==> src/rtl/var_bw_mul_pkg.sv <==
// Shared constants for the variable-bit-width sequential multiplier:
// datapath widths, iteration counts and FSM state encoding.
package var_bw_mul_pkg;

  localparam int OPW       = 16;
  localparam int LANEW     = 8;
  localparam int PW        = 32;
  localparam int ITER_FULL = 16;
  localparam int ITER_PARA = 8;
  localparam int CNTW      = 5;

  typedef logic [1:0] state_t;

  localparam state_t ST_IDLE = 2'd0;
  localparam state_t ST_BUSY = 2'd1;
  localparam state_t ST_DONE = 2'd2;

  // Number of shift-add steps for the selected operating mode.
  function automatic logic [CNTW-1:0] iter_count(input logic para);
    return para ? CNTW'(ITER_PARA) : CNTW'(ITER_FULL);
  endfunction

endpackage

==> src/rtl/var_bw_add.sv <==
// 16-bit adder that can split into two independent 8-bit lanes; in split
// mode the high lane takes ci_hi instead of the low lane's carry-out.
module var_bw_add
  import var_bw_mul_pkg::*;
(
  input  logic [OPW-1:0] x,
  input  logic [OPW-1:0] y,
  input  logic           ci_lo,
  input  logic           ci_hi,
  input  logic           para_mode,
  output logic [OPW-1:0] sum,
  output logic           co_lo,
  output logic           co_hi
);

  logic [LANEW:0] lo_sum;
  logic [LANEW:0] hi_sum;
  logic           hi_cin;

  assign lo_sum = {1'b0, x[LANEW-1:0]} + {1'b0, y[LANEW-1:0]} + {{LANEW{1'b0}}, ci_lo};
  assign hi_cin = para_mode ? ci_hi : lo_sum[LANEW];
  assign hi_sum = {1'b0, x[OPW-1:LANEW]} + {1'b0, y[OPW-1:LANEW]} + {{LANEW{1'b0}}, hi_cin};

  assign sum   = {hi_sum[LANEW-1:0], lo_sum[LANEW-1:0]};
  assign co_lo = lo_sum[LANEW];
  assign co_hi = hi_sum[LANEW];

endmodule

==> src/rtl/var_bw_mul_seq.sv <==
// Sequential shift-add multiplier: one 16x16 product in 16 steps, or two
// independent 8x8 lane products in 8 steps, with valid/ready handshakes.
module var_bw_mul_seq
  import var_bw_mul_pkg::*;
(
  input  logic          clk,
  input  logic          rst,
  input  logic          in_valid,
  output logic          in_ready,
  input  logic          para_mode,
  input  logic [OPW-1:0] a,
  input  logic [OPW-1:0] b,
  output logic          out_valid,
  input  logic          out_ready,
  output logic [PW-1:0] p
);

  state_t          state_reg;
  logic [CNTW-1:0] cnt_reg;
  logic            mode_reg;
  logic [OPW-1:0]  mcand_reg;
  logic [OPW-1:0]  acc_reg;
  logic [OPW-1:0]  mul_reg;

  logic [OPW-1:0]  acc_next;
  logic [OPW-1:0]  mul_next;
  logic [OPW-1:0]  addend;
  logic [OPW-1:0]  sum;
  logic            co_lo;
  logic            co_hi;
  logic            sel_lo;
  logic            sel_hi;

  // In full mode both halves of the addend follow the single multiplier LSB.
  assign sel_lo = mul_reg[0];
  assign sel_hi = mode_reg ? mul_reg[LANEW] : mul_reg[0];
  assign addend = {sel_hi ? mcand_reg[OPW-1:LANEW] : {LANEW{1'b0}},
                   sel_lo ? mcand_reg[LANEW-1:0]   : {LANEW{1'b0}}};

  var_bw_add u_add (
    .x         (acc_reg),
    .y         (addend),
    .ci_lo     (1'b0),
    .ci_hi     (1'b0),
    .para_mode (mode_reg),
    .sum       (sum),
    .co_lo     (co_lo),
    .co_hi     (co_hi)
  );

  // Each lane shifts {carry, sum, multiplier} right by one; the lanes only
  // stay separate when the latched mode is para.
  always_comb begin
    acc_next = {co_hi, sum[OPW-1:1]};
    mul_next = {sum[0], mul_reg[OPW-1:1]};
    if (mode_reg) begin
      acc_next = {co_hi, sum[OPW-1:LANEW+1], co_lo, sum[LANEW-1:1]};
      mul_next = {sum[LANEW], mul_reg[OPW-1:LANEW+1], sum[0], mul_reg[LANEW-1:1]};
    end
  end

  always_ff @(posedge clk) begin
    if (rst) begin
      state_reg <= ST_IDLE;
      cnt_reg   <= '0;
      mode_reg  <= 1'b0;
      mcand_reg <= '0;
      acc_reg   <= '0;
      mul_reg   <= '0;
    end else begin
      case (state_reg)
        ST_IDLE: begin
          if (in_valid) begin
            mcand_reg <= a;
            mul_reg   <= b;
            acc_reg   <= '0;
            mode_reg  <= para_mode;
            cnt_reg   <= iter_count(para_mode);
            state_reg <= ST_BUSY;
          end
        end
        ST_BUSY: begin
          acc_reg <= acc_next;
          mul_reg <= mul_next;
          cnt_reg <= cnt_reg - CNTW'(1);
          if (cnt_reg == CNTW'(1)) begin
            state_reg <= ST_DONE;
          end
        end
        ST_DONE: begin
          if (out_ready) begin
            state_reg <= ST_IDLE;
          end
        end
        default: state_reg <= ST_IDLE;
      endcase
    end
  end

  assign in_ready  = (state_reg == ST_IDLE);
  assign out_valid = (state_reg == ST_DONE);

  // Para lane products sit as {acc, mul} per lane; regroup them into p halves.
  assign p = mode_reg ? {acc_reg[OPW-1:LANEW], mul_reg[OPW-1:LANEW],
                         acc_reg[LANEW-1:0],   mul_reg[LANEW-1:0]}
                      : {acc_reg, mul_reg};

endmodule

==> config.mk <==
export PLATFORM = sky130hd
export DESIGN_NAME = var_bw_mul_seq
export DESIGN_NICKNAME = d
export VERILOG_FILES = /design/src/rtl/var_bw_mul_pkg.sv /design/src/rtl/var_bw_add.sv /design/src/rtl/var_bw_mul_seq.sv
export SDC_FILE = /design/constraint.sdc
export NUM_CORES = 1
export LEC_CHECK = 0
export ABC_AREA = 1
export BUFFER_PORTS_ARGS = -buffer_cell sky130_fd_sc_hd__buf_2
export CORE_MARGIN = 2
export CORE_UTILIZATION = 40
export DETAILED_ROUTE_END_ITERATION = 8
export GPL_TIMING_DRIVEN = 0
export SKIP_LAST_GASP = 1
export SYNTH_ARGS = -nofsm -noshare
export SYNTH_HDL_FRONTEND = slang
export SYNTH_SLANG_ARGS = --single-unit
==> constraint.sdc <==
create_clock -name clk -period 3.7 [get_ports clk]
set_input_delay 0.74 -clock clk [delete_from_list [all_inputs] [get_ports clk]]
set_output_delay 0.74 -clock clk [all_outputs]
set_load 0.01 [all_outputs]
Yosys cells after proc, flatten, opt, wreduce, memory -nomap -nowiden
Cells that the tools add are included.
{"block": "totals", "register_bits": 56, "out_inout_bits": 34}
{"block": "op_classes", "n_addsub": 4, "n_eq_ne": 6, "n_mux": 18, "reduce_logical": 5}
{"op": "16-bit case mux with 2 select lines", "count": 2}
{"op": "16-bit two-way mux", "count": 3}
{"op": "24-bit two-way mux", "count": 1}
{"op": "8-bit two-way mux", "count": 3}
{"op": "8-bit by 8-bit adder with 9-bit output", "count": 2}
{"op": "5-bit two-way mux", "count": 2}
{"op": "5-bit case mux with 2 select lines", "count": 1}
{"op": "9-bit by 1-bit adder with 9-bit output", "count": 1}
{"op": "2-bit two-way mux", "count": 3}
{"op": "2-bit case mux with 3 select lines", "count": 1}
{"op": "5-bit by 1-bit equality test with 1-bit output, second input constant", "count": 1}
{"op": "5-bit by 1-bit subtractor with 5-bit output, second input constant", "count": 1}
{"op": "2-bit inequality test, second input constant", "count": 2}
{"op": "2-bit AND reduction", "count": 2}
{"op": "3-bit AND reduction", "count": 1}
{"op": "2-bit by 1-bit equality test with 1-bit output, second input constant", "count": 1}
{"op": "2-bit equality test, second input constant", "count": 1}
{"op": "2-bit zero test", "count": 1}
{"op": "1-bit two-way mux", "count": 2}
{"op": "2-bit by 1-bit inequality test with 1-bit output, second input constant", "count": 1}
{"op": "2-bit nonzero test", "count": 1}

Longest topological paths before layout
Gate-level depths: netlist of run 1.
{"block": "depth", "word_depth": 6, "depth_mapped": 21}

Modules after synthesis
A second synthesis of run 1 with hierarchy kept.
{"block": "unflattened", "cells_unflattened": 544, "hier_area_um2": 3597.2}
{"mod": "var_bw_mul_seq", "instances": 1, "cells_each": 400, "area_per_inst_um2": 2795.2}
{"mod": "var_bw_add", "instances": 1, "cells_each": 144, "area_per_inst_um2": 802.0}

Worst setup path after synthesis of run 1
No wires, ideal clock.
{"block": "synth_timing", "path_kind": "flip-flop to flip-flop", "start": "register mul_reg[0]", "end": "register acc_reg[15]", "setup_ns": 0.070, "arrival_time_ns": 2.735, "t_required_ns": 3.630, "slack_ns": 0.894, "stages_incl_launch_ff": 22, "n_path_buf": 1, "period_less_slack_ns": 2.806, "path_cell_list": "dfxtp_1 -> buf_2 -> nand2_1 -> inv_1 -> ha_1 -> inv_1 -> fa_1 -> inv_1 -> nand2_1 -> nand3_1 -> nand2_1 -> nand2_1 -> nand2_1 -> fa_1 -> fa_1 -> inv_1 -> nand2_1 -> nand3_1 -> nand2_1 -> nand2_1 -> nand2_1 -> a21oi_1"}
{"block": "synth_between", "elab_chain_cells": 5, "word_cells_on_any_way": 8}
{"element": "start, declared", "line_no": "var_bw_mul_seq.sv:23", "source": "logic [OPW-1:0] mul_reg;"}
{"element": "start signal, assigned", "line_no": "var_bw_mul_seq.sv:84", "source": "mul_reg <= mul_next;"}
{"element": "1-bit two-way mux or 8-bit two-way mux (tied branches)", "line_no": "var_bw_mul_seq.sv:36, var_bw_mul_seq.sv:38"}
{"element": "8-bit two-way mux or 8-bit by 8-bit adder with 9-bit output (tied branches)", "line_no": "var_bw_mul_seq.sv:37, var_bw_add.sv:20"}
{"element": "8-bit by 8-bit adder with 9-bit output or 1-bit two-way mux (tied branches)", "line_no": "var_bw_add.sv:22, var_bw_add.sv:21"}
{"element": "9-bit by 1-bit adder with 9-bit output *", "line_no": "var_bw_add.sv:22", "source": "assign hi_sum = {1'b0, x[OPW-1:LANEW]} + {1'b0, y[OPW-1:LANEW]} + {{LANEW{1'b0}}, hi_cin};"}
{"element": "16-bit case mux with 2 select lines *", "line_no": "var_bw_mul_seq.sv:71", "source": "case (state_reg)"}
{"element": "end signal, assigned", "line_no": "var_bw_mul_seq.sv:83", "source": "acc_reg <= acc_next;"}
{"element": "end, declared", "line_no": "var_bw_mul_seq.sv:22", "source": "logic [OPW-1:0] acc_reg;"}
Every way passes the cells marked *; elsewhere a longest branch is shown, timed or not.
A chain may end at the register's enable or synchronous reset.

Worst setup path in the final report of run 1
Same ends and word-level chain as after synthesis.

==> results of run 1 <==
layer usage:
layer	global-route usage, %	vias up	share of wire [%]
met1	27.0	1529	48
met3	3.32	4	5.5
met5	0	-	0
met2	34.1	82	46
met4	5.36	0	0.65
li1	-	1768	-
tightest hold or removal path, delay by kind of cell (launching register included):
kind                   cells  cell delay [ns]
AOI/OAI and AO/OA          1             0.05
buffers and inverters      1             0.06
DFF                        1             0.31
cells by family (layout without fill, tap and decap cells):
kind of cell | Yosys count | count (layout) | share of synthesized area, %
fa+ha+maj | 20 | 20 | 8.12
flops | 56 | 56 | 33.4
compound gates | 138 | 138 | 21.0
xor+xnor | 1 | 1 | 0.261
buf+inv | 111 | 189 | 15.0
simple gates | 184 | 184 | 22.3
final cells by class:
cell class,count,share of cell area (%)
clock buffer,6,2.08
tap,105,3.31
clock inverter,2,0.979
multi-input combinational,343,43.8
buffer,38,5.78
sequential,56,28.3
timing repair buffer,70,8.84
inverter,73,6.91
worst max path at each step:
stage | start | end | slack [ns] | cells after the start
final | mul_reg[0] | acc_reg[15] | 0.44 | 21
after global routing | mul_reg[0] | acc_reg[15] | 0.12 | 21
after CTS | mul_reg[0] | acc_reg[15] | 0.44 | 21
after detailed placement | mul_reg[0] | acc_reg[15] | 0.47 | 21
after global placement | mul_reg[0] | acc_reg[15] | 0.49 | 21
after floorplan | mul_reg[0] | acc_reg[15] | 0.89 | 21
power breakdown:
group	switching [uW]	leakage (uW)	total [uW]	internal [uW]
Combinational	269	0.00149	429	161
Clock	212	0.0000614	434	222
Sequential	32.8	0.000460	697	664
Total	513	0.00202	1560	1050
metrics by stage:
stage / hold WS, ns / cell area [um^2]
floorplan: 0.430 / 3360
global placement: 0.447 / 3840
detailed placement: 0.447 / 3840
CTS: 0.463 / 3960
global route: 0.492 / 3960
finish: 0.462 / 3960
cell usage in the layout (no fill, tap or decap), types with 6 or more instances in the layout:
| master | n |
|---|---|
| nand2_1 | 116 |
| o21ai_0 | 67 |
| buf_2 | 79 |
| clkbuf_1 | 10 |
| ha_1 | 17 |
| nor2_1 | 35 |
| nand3_1 | 22 |
| inv_1 | 70 |
| buf_4 | 16 |
| dfxtp_1 | 56 |
| clkbuf_8 | 6 |
| a21oi_1 | 60 |
==> flow_metrics.tcl, run 1 <==
set metrics [dict create \
    status "completed" \
    filler_cell_count 871 \
    syn_nets 567 \
    synth_top_area_share_pct 33.4 \
    cts_tree "built" \
    r2r_setup_slack_ns 0.44 \
    r2r_cells 21 \
    clk_pin_slew_worst_paths_ns 0.11 \
    drive_gt1_share_pct 19.7 \
    dr_total_vias 3383 \
    fmax_mhz 307 \
    min_to "mcand_reg[15]" \
    cp_cell_sequence "buf_2, nand2_1, inv_1, ha_1, inv_1, fa_1, inv_1, nand2_1, nand3_1, nand2_1, nand2_1, nand2_1, fa_1, fa_1, inv_1, nand2_1, nand3_1, nand2_1, nand2_1, nand2_1, a21oi_1" \
    utilization_pct 48.5 \
    slowest_stage "fa_1" \
    vias_per_cell 4.88 \
    synth-seq-cells 56 \
    drt_iter0_markers 146 \
    synth_commonest_cells "nand2_1 (116), inv_1 (70), o21ai_0 (67)" \
    core_area_mm2 0.00818 \
    worstPathRequired_ns 3.94 \
    synth.cell_area_mm2 0.00336 \
    yosysTopAreaCell "dfxtp_1" \
    antenna_left 0 \
    critPathCaptureType "flop" \
    cts_hold_buf 0 \
    grt_max_degree 18 \
    dp.cells 685 \
    worstSkewPairLatency_ns 0.31 \
    cpPeakStageDelay_ns 0.43 \
    setup.worst_path.class "reg2reg" \
    worstHoldPathType "reg2reg" \
    synth_area_leaders "dfxtp_1 (33%), nand2_1 (13%), o21ai_0 (10%)" \
    numClockSinks 56 \
    synthArstFlopShare_pct 0 \
    crit_arrival_ns 3.50 \
    grtUsageTotal_pct 20.3 \
    crit_top_cell "nand2_1" \
    wl_per_cell_um 12.8 \
    reg2reg_to "acc_reg[15]" \
    hpwl_um 6860 \
    drtPass1Iterations 4 \
    hold_path_depth 2 \
    synth.distinct_cells 28 \
    max-cap-violations 0 \
    fin_worst_skew_ns 0.0105 \
    cts-root-buf "clkbuf_8" \
    h-tree-depth 2 \
    yosys_warnings 0 \
    io_pins 71 \
    cp_top_family "adder cells" \
    drc 0 \
    cts_resized 0 \
    syn2layout_area_growth_pct 17.9 \
    clock_path_buffers 2 \
    setup_ws_ns 0.441 \
    max-vdd-ir-drop_mv 0.181 \
    final-setup-viol-count 0 \
    hold_violations 0 \
    static-leakage-power_uw 0.00202 \
    maxSlewViolCount 0 \
    yosysSeqAreaShare_pct 33.4 \
    numPortBuffers 70 \
    layout.cells.non_filler 693 \
    period_minus_slack_ns 3.26 \
    rsz0062_at_grt "no" \
    antenna_found_initial 0 \
    synthCells 510 \
    avgSynthCellArea_um2 6.59 \
    post-place-ws_ns 0.469 \
    grt_pass1_vias 3062 \
    grt_first_pass_wirelength_um 14700 \
    die_y_um 95.7 \
    diodes 0 \
    synth_edf_count 0 \
    multiInputGateArea_mm2 0.00174 \
    routabilityCongestion 0.831 \
    tns_ns 0 \
    p_per_area_mw_per_mm2 394 \
    floorplan.initialDensity_pct 41.1 \
    die-width_um 95.7 \
    row_count 33 \
    yosysMostFrequentCell "nand2_1" \
    crit_path_start_kind "flop" \
    r2r-start "mul_reg[0]" \
    total_power_uw 1560 \
    ys.flop_type "dfxtp_1" \
    wl_um 8880 \
    fin_nets 644 \
    tightest_slew_ns 0.558 \
    cts_setup_buffers 0 \
    finalCritPeriodShare_pct 88.1 \
    hp-start "mcand_reg[15]" \
    overflow 0 \
    slew_headroom_pct 62.8 \
    regArea_mm2 0.00112 \
    cp_max_fo 9 \
    die-area_mm2 0.00915 \
    cts_buffers 5 \
    path_buf_inv 5 \
]
No activity file was read; power rests on OpenSTA's default activity.
==> run 2: changes to the inputs <==
==> constraint.sdc (replaced) <==
create_clock -name clk -period 3.57 [get_ports clk]
set_input_delay 0.714 -clock clk [delete_from_list [all_inputs] [get_ports clk]]
set_output_delay 0.714 -clock clk [all_outputs]
set_load 0.01 [all_outputs]
==> run 2 against run 1 <==
Final cell count unchanged. Hold slack about the same. Cell area about the same. Die area unchanged. First-iteration DRC count decreased by 4.8%. Flip-flop and latch count unchanged. Combinational power increased by 4%. Via count increased by 0.38%. Global-route usage unchanged. Largest cell class unchanged. Highest routed layer unchanged.
==> flow_metrics.tcl, run 2 (same netlist as run 1, synthesis figures left out) <==
set metrics [dict create \
    utilization_pct 48.5 \
    cts_resized 0 \
    die_y_um 95.7 \
    core_area_mm2 0.00818 \
    floorplan.initialDensity_pct 41.1 \
    tns_ns 0 \
    mostFrequentLayoutCells "nand2_1 (116), buf_2 (78), inv_1 (70)" \
    grt_first_pass_wirelength_um 14700 \
    cts_buffers 5 \
    wl_per_cell_um 12.8 \
    post-place-ws_ns 0.339 \
    filler_cell_count 872 \
    row_count 33 \
    cts-root-buf "clkbuf_8" \
    fin_area_mm2 0.00397 \
    fin_nets 644 \
    max-cap-violations 0 \
    max-vdd-ir-drop_mv 0.190 \
    grt_pass1_vias 3062 \
    antenna_left 0 \
    wl_um 8880 \
    grtUsageTotal_pct 20.3 \
    clock_path_buffers 2 \
    cts_tree "built" \
    cts_hold_buf 0 \
    rsz0062_at_grt "no" \
    numPortBuffers 70 \
    cts_setup_buffers 0 \
    p_per_area_mw_per_mm2 408 \
    holdWs_ns 0.463 \
    drc 0 \
    placed_area_mm2 0.00384 \
    overflow 0 \
    clk_pin_slew_worst_paths_ns 0.11 \
    vias_per_cell 4.90 \
    tightest_slew_ns 0.558 \
    period_minus_slack_ns 3.24 \
    final_common_cell "nand2_1" \
    dr_total_vias 3396 \
    worstSkewPairLatency_ns 0.32 \
    syn2layout_area_growth_pct 18.0 \
    crit_path_start_kind "flop" \
    drtPass1Iterations 4 \
    numClockSinks 56 \
    slew_headroom_pct 62.8 \
    cp_max_fo 9 \
    fin_worst_skew_ns 0.0134 \
    drive_gt1_share_pct 19.7 \
    worstPathRequired_ns 3.81 \
    routabilityCongestion 0.831 \
    io_pins 71 \
    die-width_um 95.7 \
    hold_violations 0 \
    fmax_mhz 308 \
    final-setup-viol-count 0 \
    diodes 0 \
    critPathCaptureType "flop" \
    finalCritPeriodShare_pct 90.9 \
    h-tree-depth 2 \
    drt_iter0_markers 139 \
    hpwl_um 6860 \
    setup.worst_path.class "reg2reg" \
    worstHoldPathType "reg2reg" \
    static-leakage-power_uw 0.00202 \
    setup_ws_ns 0.326 \
    maxSlewViolCount 0 \
    grt_max_degree 18 \
    status "completed" \
    die-area_mm2 0.00915 \
    crit_arrival_ns 3.49 \
    antenna_found_initial 0 \
    r2r_setup_slack_ns 0.33 \
]
==> run 2: cell count changes in the layout (fill, tap and decap cells not counted) <==
cell      previous run  this run
buf_2               79        78
clkbuf_4             0         1
==> run 2: through the flow <==
step                      total power [uW]  std cells
after CTS                             1630        693
after global routing                  1720        693
after detailed placement              1180        685
final                                 1620        693
after floorplan                       1030        510
after global placement                1180        685
==> run 2: layout make-up <==
class                      instances  area (um^2)  area share (%)
multi-input combinational        343         1740            43.8
sequential                        56         1120            28.3
timing repair buffer              70          350            8.83
inverter                          73          274            6.91
buffer                            38          231            5.84
tap                              105          131            3.31
clock buffer                       6         82.6            2.08
clock inverter                     2         38.8           0.978
==> run 2: path summary, 6_finish.rpt <==
kind / startpoint / cells after the start / to
hold reg to reg: mcand_reg[15] / 2 / mcand_reg[15]
hold / removal: mcand_reg[15] / 2 / mcand_reg[15]
setup reg to reg: mul_reg[0] / 21 / acc_reg[15]
setup / recovery: mul_reg[0] / 21 / acc_reg[15]
==> run 2: report_power, final <==
| group | switching [uW] | internal (uW) |
|---|---|---|
| clock | 222 | 230 |
| sequential | 34.1 | 688 |
| combinational | 279 | 167 |
| total | 535 | 1090 |
==> run 2: critical path, stage by stage, from the launching register on <==
cell	delay, ns
dfxtp_1	0.36
clkbuf_4	0.21
nand2_1	0.07
inv_1	0.06
ha_1	0.16
inv_1	0.05
fa_1	0.35
inv_1	0.13
nand2_1	0.07
nand3_1	0.10
nand2_1	0.09
nand2_1	0.07
nand2_1	0.06
fa_1	0.43
fa_1	0.40
inv_1	0.11
nand2_1	0.08
nand3_1	0.11
nand2_1	0.06
nand2_1	0.05
nand2_1	0.04
a21oi_1	0.11
==> run 2: metal layers <==
layer | routed length [um] | global-route usage (%) | vias to the layer above | share of wire, %
met2 | 4060 | 34.1 | 84 | 46
met3 | 482 | 3.32 | 7 | 5.4
li1 | - | - | 1767 | -
met4 | 86 | 5.36 | 0 | 0.97
met5 | 0 | 0 | - | 0
met1 | 4250 | 27.0 | 1538 | 48
